### src/rtl/deserializer.sv
// MSB-first serial-to-parallel converter with a one-word holding register,
// a single-cycle delivery strobe and a sticky overflow flag.
module deserializer #(
  parameter int WIDTH       = 8,
  parameter int COUNT_WIDTH = 3
) (
  input  logic             clk,
  input  logic             reset,
  input  logic             ser_data,
  input  logic             ser_strobe,
  input  logic             ser_clear,
  output logic [WIDTH-1:0] par_data,
  input  logic             par_ready,
  output logic             par_strobe,
  output logic             overflow,
  output logic             is_empty
);

  typedef enum logic [1:0] {
    S_EMPTY   = 2'd0,
    S_STROBE  = 2'd1,
    S_PENDING = 2'd2
  } state_t;

  state_t                 state_r;
  logic [WIDTH-1:0]       shifter_r;
  logic [WIDTH-1:0]       shifter_next_s;
  logic [WIDTH-1:0]       word_s;
  logic [COUNT_WIDTH-1:0] bit_count_r;
  logic [COUNT_WIDTH-1:0] bit_count_next_s;
  logic                   complete_s;
  logic                   count_zero_next_s;

  // Shift datapath next-state; a clear discards any coincident bit.
  always_comb begin
    word_s     = {shifter_r[WIDTH-2:0], ser_data};
    complete_s = ser_strobe && !ser_clear &&
                 (bit_count_r == COUNT_WIDTH'(WIDTH - 1));
    if (ser_clear) begin
      shifter_next_s   = '0;
      bit_count_next_s = '0;
    end else if (ser_strobe) begin
      shifter_next_s   = word_s;
      bit_count_next_s = complete_s ? COUNT_WIDTH'(0)
                                    : bit_count_r + COUNT_WIDTH'(1);
    end else begin
      shifter_next_s   = shifter_r;
      bit_count_next_s = bit_count_r;
    end
    count_zero_next_s = (bit_count_next_s == COUNT_WIDTH'(0));
  end

  // Shift register and bit counter.
  always_ff @(posedge clk or posedge reset) begin
    if (reset) begin
      shifter_r   <= '0;
      bit_count_r <= '0;
    end else begin
      shifter_r   <= shifter_next_s;
      bit_count_r <= bit_count_next_s;
    end
  end

  // Output FSM with registered strobe, data, overflow and empty flags.
  always_ff @(posedge clk or posedge reset) begin
    if (reset) begin
      state_r    <= S_EMPTY;
      par_data   <= '0;
      par_strobe <= 1'b0;
      overflow   <= 1'b0;
      is_empty   <= 1'b1;
    end else begin
      case (state_r)
        S_EMPTY: begin
          if (complete_s) begin
            par_data   <= word_s;
            par_strobe <= par_ready;
            state_r    <= par_ready ? S_STROBE : S_PENDING;
            is_empty   <= 1'b0;
          end else begin
            par_strobe <= 1'b0;
            state_r    <= S_EMPTY;
            is_empty   <= count_zero_next_s;
          end
        end
        // par_ready is deliberately ignored here so strobes never abut.
        S_STROBE: begin
          par_strobe <= 1'b0;
          if (complete_s) begin
            par_data <= word_s;
            state_r  <= S_PENDING;
            is_empty <= 1'b0;
          end else begin
            state_r  <= S_EMPTY;
            is_empty <= count_zero_next_s;
          end
        end
        S_PENDING: begin
          if (complete_s) begin
            overflow <= 1'b1;
          end else begin
            overflow <= overflow;
          end
          par_strobe <= par_ready;
          state_r    <= par_ready ? S_STROBE : S_PENDING;
          is_empty   <= 1'b0;
        end
        default: begin
          par_strobe <= 1'b0;
          state_r    <= S_EMPTY;
          is_empty   <= count_zero_next_s;
        end
      endcase
    end
  end

endmodule

### config.mk
export PLATFORM = sky130hd
export DESIGN_NAME = deserializer
export DESIGN_NICKNAME = d
export VERILOG_FILES = /design/src/rtl/deserializer.sv
export SDC_FILE = /design/constraint.sdc
export NUM_CORES = 1
export LEC_CHECK = 0
export ABC_AREA = 1
export ABC_CLOCK_PERIOD_IN_PS = 2700
export CORE_UTILIZATION = 53
export CTS_CLUSTER_DIAMETER = 40
export DETAILED_ROUTE_END_ITERATION = 8
export PLACE_DENSITY = 0.85
export SYNTH_ARGS = -nofsm -noshare
export SYNTH_HDL_FRONTEND = slang
export SYNTH_SLANG_ARGS = --single-unit
### constraint.sdc
create_clock -name clk -period 2.7 [get_ports clk]
set_clock_uncertainty 0.1 [all_clocks]
set_input_delay 0.54 -clock clk [delete_from_list [all_inputs] [get_ports clk]]
set_output_delay 0.54 -clock clk [all_outputs]
set_load 0.02 [all_outputs]
Word-level counts from Yosys, hierarchy flattened
Index checks and enable logic that the tools add are counted.

operators by class
  mux-type cells = 13
  reduce and logical (&&, ||, !) cells = 9
  add/subtract/negate cells = 1
  equality and inequality tests = 3

operators with widths
  operator                                                                number
  7-bit 2-to-1 mux                                                        2
  3-bit 2-to-1 mux                                                        3
  2-bit 2-to-1 mux                                                        3
  2-bit one-hot mux with 3 select lines                                   1
  1-bit one-hot mux with 2 select lines                                   2
  2-bit AND reduction                                                     2
  3-bit by 1-bit adder with 3-bit output (second input constant)          1
  3-bit equality test (second input constant)                             1
  3-bit zero test                                                         1
  2-bit by 1-bit equality test with 1-bit output (second input constant)  1
  2-bit equality test (second input constant)                             1
  1-bit logical AND                                                       2
  2-bit zero test                                                         1
  1-bit 2-to-1 mux                                                        2
  2-bit nonzero test                                                      1
  2-bit OR reduction                                                      1
  1-bit zero test                                                         1

word-level totals
  input bits = 6
  bits in registers = 23

Depth between registers and ports, before layout
Gate-level depths: netlist (run 1).

  depth in word-level cells = 9
  mapped depth = 8
  gate-level depth less buffers = 8

Worst setup path before layout (run 1)
Ideal clock, no wire load.

  path kind = register to register
  start = register bit_count_r[0]
  end = register par_data[0]
  path buffers = 1
  period minus slack after synthesis = 1.428 ns
  stages on the path, launching flop included = 9
  data arrival time = 1.254 ns
  path slack = 1.272 ns
  path through = dfrtp_1 -> ha_1 -> ha_1 -> nand3_2 -> nor2_2 -> inv_2 -> buf_6 -> nand2_2 -> o21ai_2

on the way
  longest elaborated chain between the ends = 3

ends and longest elaborated chain
  item                                  RTL line  text
  start: declaration                    29        logic [COUNT_WIDTH-1:0] bit_count_r;
  start signal: assignment              60        bit_count_r <= bit_count_next_s;
  3-bit equality test                   38        (bit_count_r == COUNT_WIDTH'(WIDTH - 1));
  1-bit logical AND                     37        complete_s = ser_strobe && !ser_clear &&
  2-bit AND reduction (no source line)  n/a
  end signal: assignment                76        par_data <= word_s;
  end signal: assignment                90        par_data <= word_s;
  end: declaration                      12        output logic [WIDTH-1:0] par_data,

No other way between the ends.
A chain may end at the register's enable or synchronous reset.

Worst setup path after layout (run 1)
  start = register is_empty
  end = output is_empty

RTL lines
  item                      RTL line  text
  start: declaration        16        output logic is_empty
  start signal: assignment  83        is_empty <= count_zero_next_s;
  start signal: assignment  95        is_empty <= count_zero_next_s;
  start signal: assignment  111       is_empty <= count_zero_next_s;

No word-level cell between the ends.

==> results of run 1 <==
state kept, by name (all words and copies together) (netlist names):
name,cells
bit_count_r,3
par_data,8
is_empty,1
shifter_r,7
par_strobe,1
state_r,2
overflow,1
through the flow:
stage	setup slack (ns)	power, mW	hold slack (ns)
global placement	0.8282	0.4885	0.3557
detailed placement	0.7822	0.4916	0.3614
CTS	0.6291	0.6373	0.3878
global route	0.5921	0.6678	0.4122
finish	0.6448	0.6302	0.3810
floorplan	1.272	0.4526	0.3918
power by group:
group,switching (mW),internal [mW],total (mW)
Sequential,0.0102,0.371,0.381
Clock,0.0898,0.0575,0.147
Combinational,0.0578,0.0438,0.102
Total,0.158,0.472,0.630
layout make-up:
cell class | count | area, um^2 | share of cell area (%)
Sequential cell | 23 | 576.8 | 49.52
Multi-Input combinational cell | 51 | 296.5 | 25.46
Timing Repair Buffer | 17 | 167.7 | 14.39
Inverter | 18 | 67.56 | 5.800
Tap cell | 24 | 30.03 | 2.578
Clock buffer | 4 | 26.28 | 2.256
kinds of logic after synthesis:
kind of cell | count (synthesis) | share of synthesized area (%)
AO/OA/AOI/OAI | 19 | 14.45
flip-flops | 23 | 60.58
buffers and inverters | 19 | 8.279
AND/OR/NAND/NOR | 30 | 14.06
adder cells (fa/ha/maj) | 2 | 2.628
per-layer routing:
metal	vias to the layer above	track usage [%]	part of all wire (%)
li1	337	-	-
met1	311	26.46	45
met2	21	27.06	48
met3	4	2.449	5.6
met4	0	9.091	1.5
met5	-	0	0
cell usage in the layout (no fill, tap or decap):
master and count:
nand2_2 3, nand3_2 1, o21ai_2 8, ha_1 2
clkbuf_4 3, inv_2 2, buf_4 1, nand3_1 4
a21oi_1 3, nor2_2 1, o22ai_1 7, dfrtp_1 22
clkbuf_1 1, nand2_1 17, a31o_2 1, dfstp_2 1
inv_1 16, clkdlybuf4s50_1 16, nor2_1 4
worst max-delay path by stage:
stage | start | endpoint | slack, ns | depth (start not counted)
3_3_place_gp | ser_strobe | par_data[3] | 0.83 | 6
2_1_floorplan | bit_count_r[0] | par_data[0] | 1.27 | 8
3_5_place_dp | ser_strobe | par_data[7] | 0.78 | 6
6_report | is_empty | is_empty | 0.64 | 1
4_1_cts | is_empty | is_empty | 0.63 | 1
5_1_grt | is_empty | is_empty | 0.59 | 1
cell usage after synthesis:
cell type   n
dfrtp_1    22
nand2_1    17
inv_1      16
o21ai_2     8
o22ai_1     7
nand3_1     4
nor2_1      4
a21oi_1     3
nand2_2     3
ha_1        2
inv_2       2
a31o_2      1
buf_6       1
dfstp_2     1
nand3_2     1
nor2_2      1
==> results by group, run 1 <==
Clock tree
  – CTS H-tree depth: 1
  – Clock slew at reported path FFs: 0.11 ns
  – Clk root buf: clkbuf_4
  – Clock latency on the worst-skew pair: 0.30 ns
  – CTS sink count: 23
  – Total CTS buffers: 3
  – Postcts setup bufs: 0
  – CTS Hold Bufs: 0
  – Post_cts resized: 0
  – Maximum clock insertion buffer count: 2
  – CTS tree: done

Drt
  – DR WL/cell: 10.35 um
  – Post-route ant nets: 0
  – Vias after detailed routing: 673
  – # DRC: 0
  – Drt pass-1 iters: 4
  – WL final: 1418 um
  – DRT iter0 DRCs: 14
  – Via-to-Cell Ratio: roughly 4.9

Final layout
  – Layout area overhead: 22.34%
  – Final non-filler cell total: around 140
  – Layout cells sized above 1: 18.58%
  – Diode count: 0
  – Fillers: 122
  – Total Nets Final: 122
  – Finished Core Util: between 70% and 80%
  – Final instance area: 0.001165 mm^2

Critical path
  – CP required: 2.06 ns
  – Reg2Reg Depth: 7
  – Slowest stage cell, crit path: clkdlybuf4s50_1
  – CP Buf/Inv Count: 1
  – R2R Path Start: bit_count_r[0]
  – Crit path max fanout: 1
  – Reg-to-reg slack, setup: 1.08 ns
  – Kind of critical path: flop to output port
  – Crit-path cells: clkdlybuf4s50_1
  – Reg2Reg Capture Point: par_data[2]
  – Arr. time, crit path: 1.42 ns
  – Cell family with most CP delay: buffers and inverters
  – Startpoint Class: flop
  – Crit end category: output port
  – CP peak stage delay: 0.59 ns

Pwr
  – Leak pwr: 0.5636 nW
  – Power Density: 541.0 mW/mm^2
  – Worst vdd ir: 425.4 uV

GRT
  – First-pass GRT wire length: 2518 um
  – Vias in the first global route: 591
  – Initial antenna violation count: 0
  – Global route overflow: 0
  – Largest net degree at the start of global routing: 24
  – Total GRT Usage: 18.18%

Timing
  – Measured slew at the worst slew-check pin: 0.3359 ns
  – RSZ-0062 raised after global routing: false
  – Max Transition Viols Final: 0
  – Final hold viol count: 0
  – Period Utilization, post-route: about three quarters
  – Post-route setup TNS: 0 ns
  – Minimum clock period: 2.055 ns
  – Setup Viol. Count Final: 0
  – F_max: 486.6 MHz
  – Worst slew margin: 77.57%

Floorplan
  – DIE WIDTH: 44.39 um
  – Initial Util: 59.73%
  – Core Box Area: 0.001594 mm^2
  – I/O pins: 17
  – Die footprint: around 0.0020 mm^2
  – Die height: around 44 um
  – Row Count: 14

Place
  – Placed standard-cell area: 0.001139 mm^2
  – Post-Place Cells: 133
  – Port Buffer Count: 16
  – Gpl congestion: 0.7778
  – Detail Placement HPWL: between 1000 and 1500 um

Logic synthesis
  – Synth top area cells: dfrtp_1, o21ai_2, nand2_1
  – Syn Std Cell Area: 952.2 um^2
  – Avg Cell Area, Syn: 10.24 um^2
  – Post-synth top area cell: dfrtp_1
  – Area share of the largest cell type after synthesis: 57.82%
  – Fraction of the yosys area taken by sequential cells: 60.58%
  – Cells after synthesis: 93
  – Ys Warns: 0
  – Synthesized net count: 101
  – Unique masters post-synth: 16
  – Number of synthesized register bits: 23

Min path
  – Hold Crit Start: overflow
  – Hold Path Depth: 1
  – Hold Crit Endpoint: overflow
  – Tightest Hold Check Type: flop to flop

Job
  – Max-cap viol count: 0

Outcome
  – Status: finished, final reports clean
(Power assumes the default switching activity.)
==> run 2: changes to the inputs <==
--- a/config.mk
+++ b/config.mk
@@ -6,11 +6,11 @@
 export NUM_CORES = 1
 export LEC_CHECK = 0
 export ABC_AREA = 1
-export ABC_CLOCK_PERIOD_IN_PS = 2700
-export CORE_UTILIZATION = 53
+export ABC_CLOCK_PERIOD_IN_PS = 2100
+export CORE_UTILIZATION = 50
 export CTS_CLUSTER_DIAMETER = 40
 export DETAILED_ROUTE_END_ITERATION = 8
-export PLACE_DENSITY = 0.85
+export PLACE_DENSITY = 0.81
 export SYNTH_ARGS = -nofsm -noshare
 export SYNTH_HDL_FRONTEND = slang
 export SYNTH_SLANG_ARGS = --single-unit
==> constraint.sdc (replaced) <==
create_clock -name clk -period 2.1 [get_ports clk]
set_clock_uncertainty 0.1 [all_clocks]
set_input_delay 0.42 -clock clk [delete_from_list [all_inputs] [get_ports clk]]
set_output_delay 0.42 -clock clk [all_outputs]
set_load 0.02 [all_outputs]
==> results by group, run 2 (synthesized netlist as in run 1, its figures left out) <==
Final layout
  – Layout cells sized above 1: 19.47%
  – Layout area overhead: 22.60%
  – Fillers: 150
  – Total Nets Final: 122
  – Most frequent cells in the layout: dfrtp_1, nand2_1, inv_1, clkdlybuf4s50_1, o21ai_2
  – Number of flip-flops under the largest register name: 8
  – Largest regs: par_data x8, shifter_r x7, bit_count_r x3
  – Top reg by flops: par_data
  – Register area: about 580 um^2
  – Multi-input logic area: 296.5 um^2
  – Most common cell after layout, fill and taps aside: dfrtp_1
  – Diode count: 0

Clock tree
  – Postcts setup bufs: 0
  – Post_cts resized: 0
  – CTS sink count: 23
  – CTS Hold Bufs: 0
  – Total CTS buffers: 3
  – Maximum clock insertion buffer count: 2
  – CTS H-tree depth: 1
  – Clk root buf: clkbuf_4
  – CTS tree: done
  – Clock slew at reported path FFs: 0.12 ns
  – Clock latency on the worst-skew pair: 0.31 ns

Place
  – Detail Placement HPWL: 1175 um
  – Pre-CTS setup slack: between 0.2 and 0.3 ns
  – Gpl congestion: 0.7274
  – Port Buffer Count: 16

Critical path
  – Kind of critical path: flop to output port
  – CP Buf/Inv Count: 1
  – CP endpoint: is_empty
  – Reg2Reg Capture Point: par_data[5]
  – Crit-path cells: clkdlybuf4s50_1
  – Arr. time, crit path: 1.43 ns
  – Slowest stage cell, crit path: clkdlybuf4s50_1
  – CP Launch Point: is_empty
  – CP required: 1.58 ns
  – Number of cells on the critical path: 1
  – Cell family with most CP delay: buffers and inverters
  – Crit end category: output port
  – Crit path max fanout: 1
  – Reg2Reg Depth: 7
  – Startpoint Class: flop
  – R2R Path Start: bit_count_r[0]
  – CP peak stage delay: around 0.59 ns
  – Reg-to-reg slack, setup: 0.48 ns

GRT
  – Total GRT Usage: 17.94%
  – Global route overflow: 0
  – Initial antenna violation count: 0
  – Largest net degree at the start of global routing: 17
  – Vias in the first global route: 615
  – First-pass GRT wire length: between 2000 and 3000 um

Timing
  – Final worst slack: 0.1506 ns
  – RSZ-0062 raised after global routing: false
  – F_max: 513.0 MHz
  – Setup Viol. Count Final: 0
  – Max Transition Viols Final: 0
  – Worst slew margin: 76.84%
  – Hold_ws: ~0.26 ns
  – Minimum clock period: 1.949 ns
  – Measured slew at the worst slew-check pin: 0.3469 ns
  – Period Utilization, post-route: 92.83%
  – Post-route setup TNS: 0 ns
  – Final hold viol count: 0

Floorplan
  – Core Box Area: 0.001764 mm^2
  – Die height: 45.64 um
  – Row Count: 15
  – Initial Util: between 50% and 60%
  – I/O pins: 17
  – Die footprint: ~0.0021 mm^2
  – DIE WIDTH: 45.64 um

Pwr
  – Power Density: 700.3 mW/mm^2
  – Worst vdd ir: 633.7 uV
  – Leak pwr: 0.5663 nW

Drt
  – DRT iter0 DRCs: 6
  – Post-route ant nets: 0
  – DR WL/cell: between 10 and 15 um
  – WL final: around 1600 um
  – Vias after detailed routing: a little under 700
  – # DRC: 0
  – Via-to-Cell Ratio: a little under 5
  – Drt pass-1 iters: 4

Outcome
  – Status: finished, final reports clean

Job
  – Max-cap viol count: 0

Min path
  – Tightest Hold Check Type: input pin to asynchronous set/reset pin
-- run 2: area by class of cell --
type,instances,share of cell area (%)
Clock buffer,3,1.929
Clock inverter,1,0.4287
Inverter,18,5.788
Multi-Input combinational cell,51,25.40
Sequential cell,23,49.41
Tap cell,25,2.680
Timing Repair Buffer,17,14.36
-- run 2: how the worst min path moves through the flow --
stage / from / endpoint / slack (ns) / cells past startpoint
floorplan: reset / bit_count_r[0] / 0.32 / 1
global placement: overflow / overflow / 0.36 / 1
finish: reset / par_data[2] / 0.26 / 2
CTS: reset / par_data[2] / 0.26 / 2
detailed placement: overflow / overflow / 0.36 / 1
global route: reset / par_data[2] / 0.27 / 2
-- run 2: report_power, final --
part	leakage, nW	total (mW)	switching, mW	internal [mW]
logic	0.234	0.131	0.0747	0.0560
clock network	0.0177	0.197	0.126	0.0711
registers	0.315	0.490	0.0129	0.477
-- run 2: through the flow --
stage | utilization [%] | std cells | power, mW | instance area (um^2)
final | 66.17 | 138 | 0.8175 | 1167
after global routing | 66.17 | 138 | 0.8696 | 1167
after CTS | 66.17 | 138 | 0.8298 | 1167
after detailed placement | 64.61 | 134 | 0.6319 | 1140
after global placement | 64.61 | 134 | 0.6273 | 1140
after floorplan | - | 93 | 0.5819 | 952.2
-- run 2: routing by layer --
layer / vias up / track usage (%) / wire length (um) / share of wire [%]
li1: 338 / - / - / -
met2: 20 / 28.57 / 724 / 46
met3: 2 / 7.143 / 65 / 4.1
met4: 0 / 6.061 / 12 / 0.76
met1: 323 / 22.08 / 772 / 49
met5: - / 0 / 0 / 0
-- run 2: worst register-to-register path: stages (launching register included) --
cell     delay [ns]
dfrtp_1        0.42
ha_1           0.20
ha_1           0.21
nand3_2        0.11
nor2_2         0.05
inv_2          0.27
nand2_1        0.12
o21ai_2        0.07
==> run 3: changes to the inputs <==
--- a/config.mk
+++ b/config.mk
@@ -7,10 +7,12 @@
 export LEC_CHECK = 0
 export ABC_AREA = 1
 export ABC_CLOCK_PERIOD_IN_PS = 2100
+export CAP_MARGIN = 10
 export CORE_UTILIZATION = 50
 export CTS_CLUSTER_DIAMETER = 40
 export DETAILED_ROUTE_END_ITERATION = 8
 export PLACE_DENSITY = 0.81
+export SLEW_MARGIN = 10
 export SYNTH_ARGS = -nofsm -noshare
 export SYNTH_HDL_FRONTEND = slang
 export SYNTH_SLANG_ARGS = --single-unit
==> results of run 3 <==
Final layout, timing and power as in run 2 (identical DEF).
